## config.mk

```make
export PLATFORM = sky130hd
export DESIGN_NAME = nexusv_prefetch_unit
export DESIGN_NICKNAME = d
export VERILOG_FILES = /design/src/rtl/nexusv_prefetch_unit_pkg.sv /design/src/rtl/nexusv_sync_fifo.sv /design/src/rtl/nexusv_prefetch_unit.sv
export SDC_FILE = /design/constraint.sdc
export NUM_CORES = 1
export LEC_CHECK = 0
export ABC_AREA = 1
export CORE_ASPECT_RATIO = 0.5
export CORE_MARGIN = 2
export CORE_UTILIZATION = 41
export CTS_CLUSTER_DIAMETER = 30
export DETAILED_ROUTE_END_ITERATION = 8
export SLEW_MARGIN = 20
export SYNTH_ARGS = -nofsm -noshare
export SYNTH_HDL_FRONTEND = slang
export SYNTH_SLANG_ARGS = --single-unit
```

## constraint.sdc

```tcl
create_clock -name clk -period 8.75 [get_ports clk]
set_clock_uncertainty 0.05 [all_clocks]
set_input_delay 2.625 -clock clk [delete_from_list [all_inputs] [get_ports clk]]
set_output_delay 2.625 -clock clk [all_outputs]
set_load 0.02 [all_outputs]
```

## src/rtl/nexusv_prefetch_unit_pkg.sv

```systemverilog
// Shared constants for the nexusV instruction front-end: word width, fetch entry
// width and the RV32I NOP encoding.
package nexusv_prefetch_unit_pkg;

   localparam int unsigned RV_XLEN       = 32;
   localparam int unsigned FETCH_ENTRY_W = RV_XLEN + 32;
   localparam logic [31:0] RV_NOP        = 32'h0000_0013;

   function automatic logic [RV_XLEN-1:0] next_word_addr(input logic [RV_XLEN-1:0] addr);
      return addr + RV_XLEN'(4);
   endfunction

endpackage

```

## src/rtl/nexusv_sync_fifo.sv

```systemverilog
// Synchronous FIFO with flush, occupancy count and a zero-filled head when empty.
// Push and pop in the same cycle are accepted even when full.
module nexusv_sync_fifo #(
   parameter int WIDTH = 64,
   parameter int DEPTH = 4,
   localparam int AW   = $clog2(DEPTH),
   localparam int CW   = AW + 1
) (
   input  logic             clk,
   input  logic             rst,
   input  logic             push,
   input  logic             pop,
   input  logic             flush,
   input  logic [WIDTH-1:0] wdata,
   output logic [WIDTH-1:0] head,
   output logic             full,
   output logic             empty,
   output logic [CW-1:0]    count
);

   logic [WIDTH-1:0] mem [DEPTH];
   logic [AW-1:0]    rd_ptr;
   logic [AW-1:0]    wr_ptr;
   logic             do_push;
   logic             do_pop;

   assign empty   = (count == '0);
   assign full    = (count == CW'(DEPTH));
   assign do_pop  = pop & ~empty;
   assign do_push = push & (~full | do_pop);
   assign head    = empty ? '0 : mem[rd_ptr];

   always_ff @(posedge clk) begin
      if (rst || flush) begin
         rd_ptr <= '0;
         wr_ptr <= '0;
         count  <= '0;
      end else begin
         if (do_push) wr_ptr <= wr_ptr + AW'(1);
         if (do_pop)  rd_ptr <= rd_ptr + AW'(1);
         count <= count + CW'(do_push) - CW'(do_pop);
      end
   end

   // Storage carries data only, so it is never reset.
   always_ff @(posedge clk) begin
      if (do_push && !flush) mem[wr_ptr] <= wdata;
   end

endmodule

```

## src/rtl/nexusv_prefetch_unit.sv

```systemverilog
// nexusV prefetch unit: credit-gated imem requester, in-order response queue and
// single-cycle redirect flush. Optional counters under NEXUSV_FETCH_PERF_EN.
module nexusv_prefetch_unit
   import nexusv_prefetch_unit_pkg::*;
#(
   parameter int               XLEN     = RV_XLEN,
   parameter int               DEPTH    = 4,
   parameter logic [XLEN-1:0]  RESET_PC = '0
) (
   input  logic            clk,
   input  logic            rst,
   output logic            imem_req_valid,
   input  logic            imem_req_ready,
   output logic [XLEN-1:0] imem_req_addr,
   input  logic            imem_rsp_valid,
   input  logic [31:0]     imem_rsp_data,
   input  logic            redirect_valid,
   input  logic [XLEN-1:0] redirect_pc,
   output logic            instr_valid,
   input  logic            instr_ready,
   output logic [31:0]     instr_data,
   output logic [XLEN-1:0] instr_pc
`ifdef NEXUSV_FETCH_PERF_EN
   ,
   output logic [31:0]     perf_stall_cnt,
   output logic [15:0]     perf_flush_cnt
`endif
);

   localparam int CW = $clog2(DEPTH) + 2;

   logic [XLEN-1:0] fetch_pc;
   logic [XLEN-1:0] pc_tag;
   logic [CW-1:0]   outstanding;
   logic [CW-1:0]   outstanding_nxt;
   logic [CW-1:0]   discard_cnt;
   logic [CW-2:0]   occ;
   logic            fifo_full;
   logic            fifo_empty;
   logic            credit_ok;
   logic            req_fire;
   logic            rsp_drop;
   logic            push;
   logic            pop;

   // Every in-flight request already owns a queue slot, so responses never overflow.
   assign credit_ok       = ~fifo_full & ((CW'(occ) + outstanding) < CW'(DEPTH));
   assign imem_req_valid  = credit_ok & ~redirect_valid & ~rst;
   assign imem_req_addr   = fetch_pc;
   assign req_fire        = imem_req_valid & imem_req_ready;
   assign rsp_drop        = redirect_valid | (discard_cnt != '0);
   assign push            = imem_rsp_valid & ~rsp_drop;
   assign pop             = instr_valid & instr_ready;
   assign outstanding_nxt = outstanding + CW'(req_fire) - CW'(imem_rsp_valid);
   assign instr_valid     = ~fifo_empty;

   always_ff @(posedge clk) begin
      if (rst) begin
         fetch_pc    <= RESET_PC;
         pc_tag      <= RESET_PC;
         outstanding <= '0;
         discard_cnt <= '0;
      end else begin
         outstanding <= outstanding_nxt;
         if (redirect_valid) begin
            // Whatever is still in flight after this cycle belongs to the old path.
            fetch_pc    <= redirect_pc;
            pc_tag      <= redirect_pc;
            discard_cnt <= outstanding_nxt;
         end else begin
            if (req_fire) fetch_pc <= fetch_pc + XLEN'(4);
            if (imem_rsp_valid) begin
               if (discard_cnt != '0) discard_cnt <= discard_cnt - CW'(1);
               else                   pc_tag      <= pc_tag + XLEN'(4);
            end
         end
      end
   end

   nexusv_sync_fifo #(
      .WIDTH (XLEN + 32),
      .DEPTH (DEPTH)
   ) u_queue (
      .clk   (clk),
      .rst   (rst),
      .push  (push),
      .pop   (pop),
      .flush (redirect_valid),
      .wdata ({pc_tag, imem_rsp_data}),
      .head  ({instr_pc, instr_data}),
      .full  (fifo_full),
      .empty (fifo_empty),
      .count (occ)
   );

`ifdef NEXUSV_FETCH_PERF_EN
   always_ff @(posedge clk) begin
      if (rst) begin
         perf_stall_cnt <= '0;
         perf_flush_cnt <= '0;
      end else begin
         if (instr_ready && !instr_valid && (perf_stall_cnt != '1))
            perf_stall_cnt <= perf_stall_cnt + 32'd1;
         if (redirect_valid && (perf_flush_cnt != '1))
            perf_flush_cnt <= perf_flush_cnt + 16'd1;
      end
   end
`endif

endmodule

```

Yosys cells after proc, flatten, opt, wreduce, memory -nomap -nowiden
Memories as Yosys holds them, arrays and structs flattened. A register that Yosys moved wholly into a read port is not among the register bits.
Index checks and enable logic that the tools add are counted.
{"block": "op_classes", "n_bitwise": 15, "add_sub_neg": 10, "multipliers": 0, "n_mux": 13, "div_mod_pow": 0, "n_reduce_logical": 10, "order_cmp": 1, "shift": 0, "n_eq_ne": 2}
{"op": "$mux W32", "count": 5}
{"op": "$add A32 B3 Y32 const B", "count": 2}
{"op": "$mux W64", "count": 1}
{"op": "$mux W4", "count": 3}
{"op": "$and A1 B1 Y1", "count": 8}
{"op": "$reduce_bool A2 Y1", "count": 3}
{"op": "$not A1 Y1", "count": 5}
{"op": "$add A2 B1 Y2 const B", "count": 2}
{"op": "$add A3 B4 Y4", "count": 1}
{"op": "$add A4 B1 Y4", "count": 1}
{"op": "$lt A4 B3 Y1 const B", "count": 1}
{"op": "$mux W2", "count": 2}
{"op": "$reduce_and A2 Y1", "count": 2}
{"op": "$reduce_bool A4 Y1", "count": 1}
{"op": "$sub A4 B1 Y4", "count": 1}
{"op": "$sub A4 B1 Y4 const B", "count": 1}
{"op": "$add A3 B1 Y3", "count": 1}
{"op": "$eq A3 B3 Y1 const B", "count": 1}
{"op": "$logic_not A3 Y1", "count": 1}
{"op": "$sub A3 B1 Y3", "count": 1}
{"op": "$mux W1", "count": 2}
{"op": "$ne A2 B2 Y1 const B", "count": 1}
{"op": "$or A1 B1 Y1", "count": 2}
{"op": "$logic_and A1 B1 Y1", "count": 1}
{"op": "other kinds (2)", "count": 2}
{"block": "word_totals", "elab_cells": 59, "regBits": 79, "n_memories": 1, "romBits": 0, "output_inout_bits": 98, "latchBits": 0, "input_bits": 70, "ram_bits": 256}
{"name": "u_queue.mem", "depth": 4, "word_bits": 64, "rd": 1, "rd_ports_with_merged_regs": 1, "wr": 1, "line": "nexusv_sync_fifo.sv:21", "text": "logic [WIDTH-1:0] mem [DEPTH];"}

Depth between registers and ports, before layout
{"block": "logic_depth", "word_depth": 9, "mapped_depth": 19, "ltp_nobuf": 18}

Modules after synthesis
From an unflattened synthesis, not the netlist that was laid out.
{"block": "hier_totals", "hier_cells": 1640, "hier_area_um2": 15240.9}
{"mod": "nexusv_sync_fifo", "n_inst": 1, "cells_each": 827, "seq_area_each_um2": 7867.5, "area_each_um2": 10423.7}
{"mod": "nexusv_prefetch_unit", "n_inst": 1, "cells_each": 813, "seq_area_each_um2": 1441.4, "area_each_um2": 4817.1}

Least setup slack after synthesis
No wires, ideal clock.
{"block": "synth_path", "path_kind": "in2reg", "from": "input port imem_rsp_valid", "to": "memory u_queue.mem[0][0], enable pin", "cell_stages": 4, "required_ns": 8.214, "setup_time_ns": 0.486, "arrival_ns": 5.755, "setup_slack_ns": 2.459, "n_path_buf": 0, "path_cell_list": "nand2_1 -> nor2_4 -> o21ai_2 -> nor2_1"}
{"block": "synth_between", "elab_chain_len": 5}
{"element": "from (decl)", "line": "nexusv_prefetch_unit.sv:15", "text": "input logic imem_rsp_valid,"}
{"element": "$and A1 B1 Y1", "line": "nexusv_prefetch_unit.sv:52", "text": "assign push = imem_rsp_valid & ~rsp_drop;"}
{"element": "$and A1 B1 Y1", "line": "nexusv_sync_fifo.sv:30", "text": "assign do_push = push & (~full | do_pop);"}
{"element": "$logic_and A1 B1 Y1", "line": "nexusv_sync_fifo.sv:47", "text": "if (do_push && !flush) mem[wr_ptr] <= wdata;"}
{"element": "$mux W1", "line": "nexusv_sync_fifo.sv:47"}
{"element": "$mux W1 (implied by the code)", "line": "nexusv_sync_fifo.sv:47"}
{"element": "to (decl)", "line": "nexusv_sync_fifo.sv:21"}
Every way passes these cells.

Final worst setup path
{"block": "layout_path", "from": "input port rst", "to": "output port imem_req_valid"}
{"block": "layout_between", "elab_chain_len": 2}
{"element": "from (decl)", "line": "nexusv_prefetch_unit.sv:11", "text": "input logic rst,"}
{"element": "$not A1 Y1", "line": "nexusv_prefetch_unit.sv:48", "text": "assign imem_req_valid = credit_ok & ~redirect_valid & ~rst;"}
{"element": "$and A1 B1 Y1", "line": "nexusv_prefetch_unit.sv:48"}
{"element": "to (decl)", "line": "nexusv_prefetch_unit.sv:12", "text": "output logic imem_req_valid,"}
Every way passes these cells.

==> impl_metrics.tcl <==
set metrics [dict create \
    outcome "finished clean" \
    rsz0062_at_grt "false" \
    cts_hold_buf 0 \
    final_area_um2 19100 \
    fin_nets 1866 \
    drt-pass1-iter-count 5 \
    start_util_pct 42.1 \
    endpoint_kind "output port" \
    cts_setup_buffers 0 \
    path_buf_inv 3 \
    ios 168 \
    layout_commonest_cell "nor2_1" \
    crit_path_max_fanout 13 \
    cp_slowest_cell "clkdlybuf4s50_1" \
    fp.dieW_um 277 \
    layout_setup_ws_ns 1.60 \
    critPathMaxStageDelay_ns 0.59 \
    diodes 0 \
    die_h_um 140 \
    final_max_slew_viol_count 0 \
    peakVddDrop_v 0.000117 \
    finalCritPeriodShare_pct 81.7 \
    p_leak_nw 6.86 \
    antenna_found_initial 0 \
    r2r_end "u_queue.mem[1][49]" \
    drive_above_1_share_pct 8.80 \
    syn-cell-area_um2 15300 \
    place.gp.congestion 0.887 \
    crit_type "input port to output port" \
    finalCriticalPeriod_ns 7.15 \
    port_buffers 167 \
    crit_chain "clkdlybuf4s50_1, nor2_8, nand2_1, a21oi_2, nand2_2, inv_1, clkdlybuf4s50_1" \
    ys.flop_type "edfxtp_1" \
    pre_cts_ws_ns 1.57 \
    hp-start "u_queue.rd_ptr[1]" \
    via_count 11700 \
    cp_common_cell "clkdlybuf4s50_1" \
    area_delta_synth_final_pct 24.8 \
    grt_pass1_wl_um 61900 \
    cts.repair.resized 0 \
    fmax_mhz 140 \
    syn_inst 1620 \
    r2r_cells 9 \
    via_per_inst 5.06 \
    worst_ep_required_time_ns 6.08 \
    crit_family "buffers and inverters" \
    routed_wl_um 39800 \
    antenna_left 0 \
    setup_viol 0 \
    maxCapViolCount 0 \
    finalHoldViolCount 0 \
    clk_pin_slew_ns 0.05 \
    cts_made_buffers 48 \
    max_slew_margin_pct 33.0 \
    clock_sinks 337 \
    cts_tree "built" \
    dieArea_um2 38900 \
    ys_warn_count 0 \
    async_flop_share_pct 0 \
    r2r_start "discard_cnt[0]" \
    drt_iter0_markers 890 \
    h-tree-depth 2 \
    rows 49 \
    ff2ff_setup_slack_ns 4.96 \
    cts_root_buf "clkbuf_16" \
    ys_seq_area_share_pct 60.9 \
    worstHoldPathCells 2 \
    cts_buffer_depth 3 \
    grt_max_degree 76 \
    core_area_um2 36300 \
    placed_area_um2 17400 \
    holdWs_ns 0.404 \
    max_slew.worst_pin.slew_ns 1.00 \
    synth_edf_count 256 \
    grt_overflow_total 0 \
    drcViolationCount 0 \
    crit_arrival_ns 4.47 \
    syn_nets 1707 \
    grt_pass1_vias 11100 \
    worst-path-stages 7 \
    tns_ns 0 \
    avgSynthCellArea_um2 9.43 \
    startpoint_type "input port" \
    clk_latency_ns 0.55 \
    final_cell_mix "357 x nor2_1, 276 x nand2_1, 256 x edfxtp_1" \
    hold_path_class "register to register" \
    synth-seq-cells 337 \
    dpl.hpwl_um 24700 \
    fin_util_pct 52.5 \
    wl_per_cell_um 17.3 \
    power_density_nw_per_um2 235 \
    synth_cell_types 43 \
    grtUsageTotal_pct 20.3 \
]
flip-flops by register name (all words and copies together), names as in the netlist, named ones only:
name,flops
outstanding,4
u_queue.wr_ptr,2
u_queue.count,3
pc_tag,32
u_queue.rd_ptr,2
u_queue.mem,256
discard_cnt,4
imem_req_addr,32
worst min-delay path, delay by kind of cell, from the launching register on:
kind / cells / cell delay [ns]
buffers and inverters: 1 / 0.06
AO/OA/AOI/OAI: 1 / 0.06
flip-flops: 1 / 0.29
through the flow:
step / total power, mW / cells
after floorplan: 2.26 / 1620
after global placement: 2.50 / 2211
after detailed placement: 2.51 / 2213
after CTS: 4.51 / 2303
after global routing: 4.65 / 2303
final: 4.47 / 2303
final cells by class:
cell class	count	area, um^2
clock buffer	54	1240
tap	484	606
sequential	337	9310
multi-input combinational	1118	5310
timing repair buffer	184	1830
fill	3280	17200
clock inverter	36	419
inverter	90	339
how the worst max path moves through the flow:
| stage | startpoint | to |
|---|---|---|
| floorplan | imem_rsp_valid | u_queue.mem[0][0] |
| global placement | rst | imem_req_valid |
| detailed placement | rst | imem_req_valid |
| CTS | rst | imem_req_valid |
| global route | rst | imem_req_valid |
| finish | rst | imem_req_valid |
cells by family after synthesis:
kind of cell             share of synthesized area (%)
AND/OR/NAND/NOR                                   21.1
buffers and inverters                             4.55
AO/OA/AOI/OAI                                     10.4
XOR/XNOR                                          1.49
adder cells (fa/ha/maj)                           1.49
flip-flops                                        60.9
synth_stat cells, types with 2 or more instances:
cell / count / share of area [%]
a31oi_1: 11 / 0.45
edfxtp_1: 256 / 50
nand3_1: 69 / 2.3
nor2_1: 361 / 8.9
fa_1: 2 / 0.26
a211oi_1: 2 / 0.098
buf_4: 2 / 0.098
inv_1: 82 / 2.0
nor2_4: 4 / 0.29
inv_2: 7 / 0.17
buf_2: 23 / 0.75
o21ai_0: 174 / 5.7
nand4_1: 3 / 0.12
o21bai_1: 3 / 0.15
dfxtp_1: 81 / 11
xnor2_1: 11 / 0.63
buf_1: 17 / 0.42
nor2_2: 8 / 0.33
clkbuf_1: 29 / 0.71
nor3_2: 7 / 0.46
o21ai_1: 5 / 0.16
nand2_1: 276 / 6.8
xor2_1: 15 / 0.86
o21ai_2: 2 / 0.11
or2_2: 3 / 0.12
buf_6: 3 / 0.22
nand2_2: 8 / 0.33
a21oi_2: 8 / 0.46
nand3_2: 3 / 0.20
a21oi_1: 96 / 3.1
ha_1: 15 / 1.2
nor3_1: 17 / 0.56
nand3b_1: 7 / 0.34
where the power goes:
part	switching, mW	internal [mW]
registers	0.0801	1.81
clock network	0.765	1.23
logic	0.360	0.220
routing by layer:
layer / vias to the layer above / track usage, % / part of all wire [%]
met3: 50 / 3.45 / 4.4
met1: 5530 / 27.4 / 46
li1: 5819 / - / -
met5: - / 0 / 0
met4: 0 / 5.18 / 1.8
met2: 257 / 34.1 / 48
(Power assumes the default switching activity.)
